--- src/rtl/caliptra_verilated_apb_master.sv ---
// APB3 initiator for the verilated Caliptra top.
// It takes one request at a time over a valid/ready channel and runs a
// SETUP/ACCESS sequence. The result comes back on a response channel.
// A bounded wait-state counter aborts transfers to a slave that never
// raises pready. All outputs decode from registered state.
module caliptra_verilated_apb_master #(
  parameter int ADDR_W         = 32,
  parameter int DATA_W         = 32,
  parameter int USER_W         = 32,
  parameter int TIMEOUT_CYCLES = 1024
) (
  input  logic              core_clk,
  input  logic              cptra_rst_b,
  // request channel from the harness
  input  logic              req_valid,
  output logic              req_ready,
  input  logic              req_write,
  input  logic [ADDR_W-1:0] req_addr,
  input  logic [DATA_W-1:0] req_wdata,
  input  logic [USER_W-1:0] req_user,
  // response channel to the harness
  output logic              rsp_valid,
  input  logic              rsp_ready,
  output logic [DATA_W-1:0] rsp_rdata,
  output logic              rsp_slverr,
  output logic              rsp_timeout,
  output logic [31:0]       txn_count,
  // APB initiator side
  output logic [ADDR_W-1:0] paddr,
  output logic              pwrite,
  output logic [DATA_W-1:0] pwdata,
  output logic [USER_W-1:0] pauser,
  output logic [2:0]        pprot,
  output logic              psel,
  output logic              penable,
  input  logic              pready,
  input  logic              pslverr,
  input  logic [DATA_W-1:0] prdata
);

  localparam int CNT_W = $clog2(TIMEOUT_CYCLES + 1);
  localparam logic [CNT_W-1:0] CNT_LIMIT = CNT_W'(TIMEOUT_CYCLES);

  typedef enum logic [1:0] {
    ST_IDLE   = 2'd0,
    ST_SETUP  = 2'd1,
    ST_ACCESS = 2'd2,
    ST_RESP   = 2'd3
  } state_t;

  state_t            state_reg, state_next;
  logic              req_ready_reg, req_ready_next;
  logic              write_reg, write_next;
  logic [ADDR_W-1:0] addr_reg, addr_next;
  logic [DATA_W-1:0] wdata_reg, wdata_next;
  logic [USER_W-1:0] user_reg, user_next;
  logic [CNT_W-1:0]  wait_cnt_reg, wait_cnt_next;
  logic [CNT_W-1:0]  wait_cnt_inc;
  logic [DATA_W-1:0] rsp_rdata_reg, rsp_rdata_next;
  logic              rsp_slverr_reg, rsp_slverr_next;
  logic              rsp_timeout_reg, rsp_timeout_next;
  logic [31:0]       txn_count_reg, txn_count_next;

  // State and datapath registers; reset drops every strobe at once
  always_ff @(posedge core_clk or negedge cptra_rst_b) begin
    if (!cptra_rst_b) begin
      state_reg       <= ST_IDLE;
      req_ready_reg   <= 1'b0;
      write_reg       <= 1'b0;
      addr_reg        <= '0;
      wdata_reg       <= '0;
      user_reg        <= '0;
      wait_cnt_reg    <= '0;
      rsp_rdata_reg   <= '0;
      rsp_slverr_reg  <= 1'b0;
      rsp_timeout_reg <= 1'b0;
      txn_count_reg   <= '0;
    end else begin
      state_reg       <= state_next;
      req_ready_reg   <= req_ready_next;
      write_reg       <= write_next;
      addr_reg        <= addr_next;
      wdata_reg       <= wdata_next;
      user_reg        <= user_next;
      wait_cnt_reg    <= wait_cnt_next;
      rsp_rdata_reg   <= rsp_rdata_next;
      rsp_slverr_reg  <= rsp_slverr_next;
      rsp_timeout_reg <= rsp_timeout_next;
      txn_count_reg   <= txn_count_next;
    end
  end

  // Next-state logic: latch the request, wait for pready or timeout, hold the response
  always_comb begin
    state_next       = state_reg;
    write_next       = write_reg;
    addr_next        = addr_reg;
    wdata_next       = wdata_reg;
    user_next        = user_reg;
    wait_cnt_next    = wait_cnt_reg;
    rsp_rdata_next   = rsp_rdata_reg;
    rsp_slverr_next  = rsp_slverr_reg;
    rsp_timeout_next = rsp_timeout_reg;
    txn_count_next   = txn_count_reg;
    wait_cnt_inc     = wait_cnt_reg + CNT_W'(1);

    case (state_reg)
      ST_IDLE: begin
        if (req_valid && req_ready_reg) begin
          write_next    = req_write;
          addr_next     = req_addr;
          wdata_next    = req_wdata;
          user_next     = req_user;
          wait_cnt_next = '0;
          state_next    = ST_SETUP;
        end
      end
      ST_SETUP: begin
        // pready is not sampled in SETUP; the slave only sees psel here
        state_next = ST_ACCESS;
      end
      ST_ACCESS: begin
        if (pready) begin
          rsp_rdata_next   = write_reg ? '0 : prdata;
          rsp_slverr_next  = pslverr;
          rsp_timeout_next = 1'b0;
          state_next       = ST_RESP;
        end else begin
          wait_cnt_next = wait_cnt_inc;
          if (wait_cnt_inc == CNT_LIMIT) begin
            // Abandon the hung slave; psel/penable drop without a completed handshake
            rsp_rdata_next   = '0;
            rsp_slverr_next  = 1'b1;
            rsp_timeout_next = 1'b1;
            state_next       = ST_RESP;
          end
        end
      end
      ST_RESP: begin
        if (rsp_ready) begin
          txn_count_next = txn_count_reg + 32'd1;
          state_next     = ST_IDLE;
        end
      end
      default: state_next = ST_IDLE;
    endcase

    // req_ready is registered so that it stays low while reset is held
    req_ready_next = (state_next == ST_IDLE);
  end

  assign req_ready   = req_ready_reg;
  assign psel        = (state_reg == ST_SETUP) || (state_reg == ST_ACCESS);
  assign penable     = (state_reg == ST_ACCESS);
  assign paddr       = psel ? addr_reg  : '0;
  assign pwrite      = psel ? write_reg : 1'b0;
  assign pwdata      = psel ? wdata_reg : '0;
  assign pauser      = psel ? user_reg  : '0;
  assign pprot       = 3'b000;
  assign rsp_valid   = (state_reg == ST_RESP);
  assign rsp_rdata   = rsp_rdata_reg;
  assign rsp_slverr  = rsp_slverr_reg;
  assign rsp_timeout = rsp_timeout_reg;
  assign txn_count   = txn_count_reg;

endmodule

--- config.mk ---
export PLATFORM = sky130hd
export DESIGN_NAME = caliptra_verilated_apb_master
export DESIGN_NICKNAME = d
export VERILOG_FILES = /design/src/rtl/caliptra_verilated_apb_master.sv
export SDC_FILE = /design/constraint.sdc
export NUM_CORES = 1
export LEC_CHECK = 0
export CAP_MARGIN = 20
export CORE_MARGIN = 3
export CORE_UTILIZATION = 25
export DETAILED_ROUTE_END_ITERATION = 10
export DONT_BUFFER_PORTS = 1
export PLACE_DENSITY = 0.37
export SETUP_SLACK_MARGIN = 0.02
export SYNTH_ARGS = -nofsm -noshare
export SYNTH_HDL_FRONTEND = slang
export SYNTH_SLANG_ARGS = --single-unit
export TNS_END_PERCENT = 5
--- constraint.sdc ---
create_clock -name core_clk -period 1.89 [get_ports core_clk]
set_clock_uncertainty 0.1 [all_clocks]
set_input_delay 0.189 -clock core_clk [delete_from_list [all_inputs] [get_ports core_clk]]
set_output_delay 0.189 -clock core_clk [all_outputs]
set_load 0.01 [all_outputs]
==> results.py, run 1 <==
metrics = {
    "outcome": {
        "status": "complete, but fails checks",
        "failed_checks": "hold timing, setup timing",
    },
    "die": {
        "rows": 63,
        "chipWidth_um": 181.5,
        "io_pins": 305,
        "design.die.area_um2": 32950,
        "dieHeight_um": 181.5,
        "initial_core_util_pct": 25.65,
        "placeable_area_um2": 30030,
    },
    "sta": {
        "period_minus_slack_ns": 2.061,
        "finalHoldWorstSlack_ns": -0.6490,
        "timing.fmax_ghz": 0.4853,
        "final_min_period_over_clock_period_pct": 109.0,
        "post-route-worst-setup-slack_ns": -0.1707,
        "timing.slew.headroom_pct": 66.32,
        "max_slew.worst_pin.slew_ns": 0.5052,
        "timing.final.max_slew_violations": 0,
        "setup_viol": 129,
        "hold_viol_final": 177,
        "unrepaired_setup_endpoints_after_global_routing": "yes",
    },
    "yosys": {
        "number_of_enable_type_register_cells_in_the_synthesized_netlist": 0,
        "yosysWarningCount": 0,
        "async_reset_ff_share_pct": 100.0,
        "syn_area_um2": 7702,
        "synth-seq-area-share_pct": 57.50,
        "synth-seq-cells": 177,
        "ys_types": 45,
        "post_synth.cell_area_avg_um2": 12.57,
        "post_synth_inst_count": 613,
        "leading_register_cell_type_out_of_synthesis": "dfrtp_1",
    },
    "critical_path": {
        "worst_r2r_path_depth": 6,
        "timing.critical_path.to_type": "primary output",
        "r2r_end": "rsp_rdata[0]$_DFFE_PN0P_",
        "regToRegSetupSlack_ns": -0.16,
        "cp-endpoint": "paddr[24]",
        "setup.worst_path.start": "state_reg[0]$_DFF_PN0_",
        "crit_path_max_fanout": 32,
        "timing.critical_path.arrival_ns": 1.77,
        "worstSetupStartpointType": "register",
        "critical_path_required_ns": 1.60,
        "r2r-start": "wait_cnt_reg[3]$_DFFE_PN0P_",
        "worstSetupPathType": "register to primary output",
    },
    "power": {
        "powerDensity_nw_per_um2": 1630,
        "finalPower_uw": 17990,
        "maximum_vdd_ir_drop_v": 0.0008826,
        "total_leakage_power_uw": 0.004922,
    },
    "clock_tree": {
        "cts.reportedPaths.clkPinSlew_ns": 0.07,
        "clock_tree_root_buffer_cell": "clkbuf_16",
        "numClockSinks": 177,
        "htree_num_levels": 4,
        "clk_path_buf_depth": 2,
        "insertion_delay_ns": 0.43,
        "total_cts_buffers": 17,
        "cts_tree": "done",
    },
    "cells_and_area": {
        "final_cell_mix": "dfrtp_1, dlygate4sd3_1, and2_4, mux2_2, buf_4",
        "final_common_cell": "dfrtp_1",
        "final_core_utilization_pct": 36.76,
        "syn2layout_area_growth_pct": 43.32,
        "drive_gt1_share_pct": 37.00,
        "final_nets": 946,
    },
    "run": {
        "drv.max_cap_violation_count": 0,
    },
    "global_routing": {
        "first_global_vias": 6081,
        "grt_use_total_pct": 13.26,
        "pin_count_of_the_biggest_net_entering_global_routing": 178,
        "grt_pass1_wl_mm": 34.76,
        "grt-ovfl-total": 0,
        "initial_antenna_violation_count": 2,
    },
    "place": {
        "port-buffer-count": 0,
        "gp_congestion": 0.7849,
        "place.detailed.hpwl_mm": 14.59,
    },
    "drt": {
        "avgRoutedWirePerCell_um": 18.62,
        "routed_wirelength_mm": 22.55,
        "dr.first_iter.drc_count": 208,
        "dr.pass1.iters": 4,
        "drtAntennaViolNets": 0,
        "via_count": 5447,
        "detail_route.drc_violations": 0,
        "drt-vias-per-instance": 4.498,
    },
    "hold_path": {
        "min-delay-path-class": "input pin to asynchronous set/reset pin",
    },
}
[kinds of logic after synthesis]
| logic type | after synthesis | share of synthesized area (%) |
|---|---|---|
| other cells | 1 | 0.04869 |
| xor+xnor | 33 | 3.850 |
| fa+ha+maj | 5 | 0.8122 |
| flops | 177 | 57.50 |
| buf+inv | 41 | 2.485 |
| mux | 99 | 14.46 |
| simple gates | 191 | 14.34 |
| compound gates | 66 | 6.498 |
[report_power, final]
part	total (uW)	internal, uW	leakage, uW	switching (uW)
combinational	8220	4380	0.00244	3840
clock	3460	1900	0.000264	1560
sequential	6310	5250	0.00222	1060
[worst min-delay path by stage]
stage / startpoint / endpoint / slack, ns / cells past startpoint
after floorplan: cptra_rst_b / addr_reg[0]$_DFFE_PN0P_ / -0.21 / 0
after global placement: cptra_rst_b / txn_count[16]$_DFFE_PN0P_ / -0.20 / 0
after detailed placement: cptra_rst_b / txn_count[18]$_DFFE_PN0P_ / -0.20 / 0
after CTS: cptra_rst_b / txn_count[4]$_DFFE_PN0P_ / -0.68 / 0
after global routing: cptra_rst_b / txn_count[4]$_DFFE_PN0P_ / -0.68 / 0
final: cptra_rst_b / txn_count[4]$_DFFE_PN0P_ / -0.65 / 0
[repair_timing]
action / CTS / global route
setup endpoints to repair: 145 / 160
pin swaps: 36 / 13
hold endpoints to repair: 313 / 179
buffers inserted: 4 / 2
gates cloned: 2 / 3
gates resized for setup: 91 / 41
hold buffers: 132 / 2
[cells in the mapped netlist, types with 2 or more instances]
| library cell | number | area, um2 |
|---|---|---|
| a22o_1 | 32 | 280.3 |
| nand3_1 | 14 | 70.07 |
| mux2_1 | 19 | 214.0 |
| and4_1 | 2 | 17.52 |
| nor4_2 | 2 | 25.02 |
| mux2_2 | 79 | 889.6 |
| a21oi_1 | 4 | 20.02 |
| nor3_1 | 2 | 10.01 |
| nor2_1 | 15 | 56.30 |
| xor2_1 | 10 | 87.58 |
| buf_4 | 3 | 22.52 |
| buf_6 | 3 | 33.78 |
| and3_1 | 4 | 25.02 |
| nand4_1 | 9 | 56.30 |
| o21ai_0 | 13 | 65.06 |
| o21ai_1 | 2 | 10.01 |
| ha_1 | 5 | 62.56 |
| o31ai_1 | 4 | 30.03 |
| buf_2 | 3 | 15.01 |
| clkbuf_1 | 23 | 86.33 |
| nand2_1 | 29 | 108.9 |
| and2_1 | 104 | 650.6 |
| a31oi_1 | 4 | 25.02 |
| dfrtp_1 | 177 | 4429 |
| inv_1 | 9 | 33.78 |
| o21a_1 | 2 | 15.01 |
| xnor2_1 | 22 | 192.7 |
[per-layer routing]
| metal | share of wire [%] | track usage [%] |
|---|---|---|
| met1 | 41 | 15.62 |
| met2 | 50 | 22.52 |
| met3 | 8.3 | 5.068 |
| met4 | 1.6 | 3.900 |
| met5 | 0 | 0 |
[area by class of cell]
| class | instances | area, um2 |
|---|---|---|
| antenna | 2 | 5.005 |
| sequential | 177 | 4431 |
| multi-input combinational | 397 | 3470 |
| timing repair buffer | 204 | 2046 |
| fill | 2844 | 18990 |
| inverter | 9 | 33.78 |
| clock buffer | 21 | 460.4 |
| tap | 390 | 488.0 |
| clock inverter | 11 | 106.4 |
[critical path, cell delays in order, from the launching register on]
cell and delay [ns]:
dfrtp_1 0.37, inv_2 0.05, buf_6 0.12, ha_4 0.35
buf_12 0.21, and2_1 0.22
[metrics by stage]
step                      hold WS [ns]  area (um2)  setup slack [ns]  instances  setup TNS [ns]
after floorplan                -0.2066        7727          -0.07705        615          -2.523
after global placement         -0.2009        8620           -0.1235       1034          -3.885
after detailed placement       -0.2006        8620           -0.1355       1034          -4.274
after CTS                      -0.6764       10860           -0.2442       1204          -22.97
after global routing           -0.6850       11040           -0.2788       1211          -28.42
final                          -0.6490       11040           -0.1707       1211          -15.57
(Power assumes the default switching activity.)
==> run 2: changes to the inputs <==
- ABC_AREA: not set -> 1
==> results.py, run 2 <==
metrics = {
    "outcome": {
        "status": "complete, but fails checks",
        "failed_checks": "hold timing, setup timing",
    },
    "sta": {
        "hold_viol_final": 177,
        "timing.setup.tns_ns": -3.899,
        "final_min_period_over_clock_period_pct": 104.2,
        "unrepaired_setup_endpoints_after_global_routing": "yes",
        "period_minus_slack_ns": 1.969,
        "timing.fmax_ghz": 0.5078,
        "finalHoldWorstSlack_ns": -0.6558,
        "setup_viol": 89,
        "timing.final.max_slew_violations": 0,
        "post-route-worst-setup-slack_ns": -0.07935,
    },
    "cells_and_area": {
        "final_common_cell": "dfrtp_1",
        "num_antenna_cells": 0,
        "drive_gt1_share_pct": 38.85,
        "final_cell_mix": "dfrtp_1, nand2_1, dlygate4sd3_1, mux2_2, inv_2",
        "syn2layout_area_growth_pct": 44.89,
        "final_nets": 1204,
    },
    "clock_tree": {
        "total_cts_buffers": 17,
        "cts_tree": "done",
        "clock_tree_root_buffer_cell": "clkbuf_16",
        "numClockSinks": 177,
        "cts_hold_buf": 133,
        "insertion_delay_ns": 0.44,
        "htree_num_levels": 4,
        "cts.reportedPaths.clkPinSlew_ns": 0.07,
        "clk_path_buf_depth": 2,
    },
    "power": {
        "power.clock.fraction_pct": 20.8,
        "maximum_vdd_ir_drop_v": 0.0007093,
        "power.switching_fraction_pct": 38.80,
        "p_switching_uw": 7208,
        "p_seq_share_pct": 34.0,
        "internal_power_uw": 11370,
        "total_leakage_power_uw": 0.005915,
        "powerDensity_nw_per_um2": 1550,
        "power.share.combinational_pct": 45.2,
    },
    "critical_path": {
        "r2r-start": "wait_cnt_reg[0]$_DFFE_PN0P_",
        "worstSetupPathType": "register to primary output",
        "regToRegSetupSlack_ns": -0.01,
        "timing.critical_path.to_type": "primary output",
        "critical_path_required_ns": 1.60,
        "worst_r2r_path_depth": 11,
        "crit_path_max_fanout": 7,
        "worstSetupStartpointType": "register",
        "crit_path_cell_trace": "inv_2 > ha_4 > buf_12 > buf_12 > clkbuf_16 > nand2_2 > inv_2",
        "critical_path.max_stage_delay_ns": 0.36,
        "timing.critical_path.arrival_ns": 1.68,
        "critical_path.slowest_cell": "dfrtp_1",
        "r2r_end": "rsp_rdata[22]$_DFFE_PN0P_",
    },
    "hold_path": {
        "min-delay-path-class": "input pin to asynchronous set/reset pin",
    },
    "yosys": {
        "top_count_cell_post_synth": "nand2_1",
        "synth-seq-area-share_pct": 53.52,
        "synth_top_area_share_pct": 53.52,
        "async_reset_ff_share_pct": 100.0,
        "netlist_top_cells_area": "dfrtp_1, mux2_2, nand2_1",
        "synth_largest_area_cell": "dfrtp_1",
        "number_of_enable_type_register_cells_in_the_synthesized_netlist": 0,
        "post_synth_inst_count": 860,
        "synth-seq-cells": 177,
        "synth_common_cells": "nand2_1, dfrtp_1, inv_1, mux2_2, nand3_1",
        "post_synth.cell_area_avg_um2": 9.623,
        "yosysWarningCount": 0,
        "leading_register_cell_type_out_of_synthesis": "dfrtp_1",
        "syn_area_um2": 8275,
        "ys_types": 35,
    },
    "die": {
        "dieHeight_um": 187.9,
        "design.die.area_um2": 35320,
        "placeable_area_um2": 32120,
        "chipWidth_um": 187.9,
        "rows": 65,
        "initial_core_util_pct": 25.76,
        "io_pins": 305,
    },
    "drt": {
        "dr.first_iter.drc_count": 197,
        "drtAntennaViolNets": 0,
        "via_count": 6391,
        "dr.pass1.iters": 4,
        "avgRoutedWirePerCell_um": 15.84,
        "drt-vias-per-instance": 4.230,
        "detail_route.drc_violations": 0,
        "routed_wirelength_mm": 23.93,
    },
    "global_routing": {
        "grtUsageMet3_pct": 5.665,
        "grt_most_used_layer": "met2",
        "grt_pass1_wl_mm": 37.17,
        "use_met1_pct": 15.72,
        "initial_antenna_violation_count": 0,
        "grt-ovfl-total": 0,
        "pin_count_of_the_biggest_net_entering_global_routing": 178,
        "grtUsageMet2_pct": 21.88,
        "first_global_vias": 6674,
        "grt_use_total_pct": 13.27,
    },
    "place": {
        "port-buffer-count": 0,
        "place_ws_ns": -0.05366,
        "place.detailed.hpwl_mm": 15.97,
        "gp_congestion": 0.7191,
    },
    "run": {
        "drv.max_cap_violation_count": 0,
    },
}
-- run 2: cell type report --
type,instances,area [um2]
clock buffer,20,456.7
clock inverter,11,177.7
fill,3198,20130
inverter,170,653.1
multi-input combinational,481,3470
sequential,177,4433
tap,435,544.3
timing repair buffer,217,2256
-- run 2: cells by family (layout without fill, tap and decap cells) --
kind of cell | after synthesis | count (layout) | synth area share [%]
and+or+nand+nor | 293 | 293 | 16.19
buffers and inverters | 204 | 418 | 9.737
DFF | 177 | 177 | 53.52
muxes | 97 | 97 | 13.20
AOI/OAI and AO/OA | 53 | 53 | 3.372
xor gates and xnor gates | 30 | 30 | 3.175
adders and majority gates | 5 | 5 | 0.7560
other | 1 | 3 | 0.04531
-- run 2: repair_timing --
action,4_1_cts,5_1_grt
cloned,3,4
setup endpoints to repair,115,161
setup buffers,14,5
resized for setup,122,103
pin swaps,2,22
endpoints found under the hold margin,309,177
-- run 2: how the worst max path moves through the flow --
stage,start,to
floorplan,state_reg[0]$_DFF_PN0_,rsp_rdata[1]$_DFFE_PN0P_
global placement,state_reg[0]$_DFF_PN0_,txn_count[28]$_DFFE_PN0P_
detailed placement,state_reg[0]$_DFF_PN0_,txn_count[20]$_DFFE_PN0P_
CTS,state_reg[1]$_DFF_PN0_,paddr[21]
global route,state_reg[1]$_DFF_PN0_,paddr[8]
finish,state_reg[0]$_DFF_PN0_,paddr[20]
-- run 2: power groups by stage --
stage | logic [uW] | clock network (uW) | registers [uW]
detailed placement | 6060 | 0 | 6250
CTS | 7970 | 4020 | 6230
finish | 8390 | 3870 | 6320
global placement | 6070 | 0 | 6240
floorplan | 4250 | 0 | 6040
global route | 9190 | 4170 | 6520
-- run 2: critical path, delay by kind of cell, from the launching register on --
family                     cells  cell delay (ns)
and+or+nand+nor                1             0.05
buffers and inverters          5             0.54
DFF                            1             0.36
adders and majority gates      1             0.27
-- run 2: routing by layer --
metal | routed length, um | share of wire [%] | up-vias
met1 | 9828 | 41 | 3071
met4 | 319 | 1.3 | 0
met2 | 11820 | 49 | 208
met3 | 1956 | 8.2 | 17
met5 | 0 | 0 | -
li1 | - | - | 3095
-- run 2: stage by stage --
stage	utilization, %	cell area [um2]	cells	power (uW)
after floorplan	-	8288	862	10300
after global placement	28.69	9218	1323	12310
after detailed placement	28.69	9218	1323	12310
after CTS	35.85	11520	1503	18230
after global routing	37.32	11990	1511	19870
final	37.32	11990	1511	18580
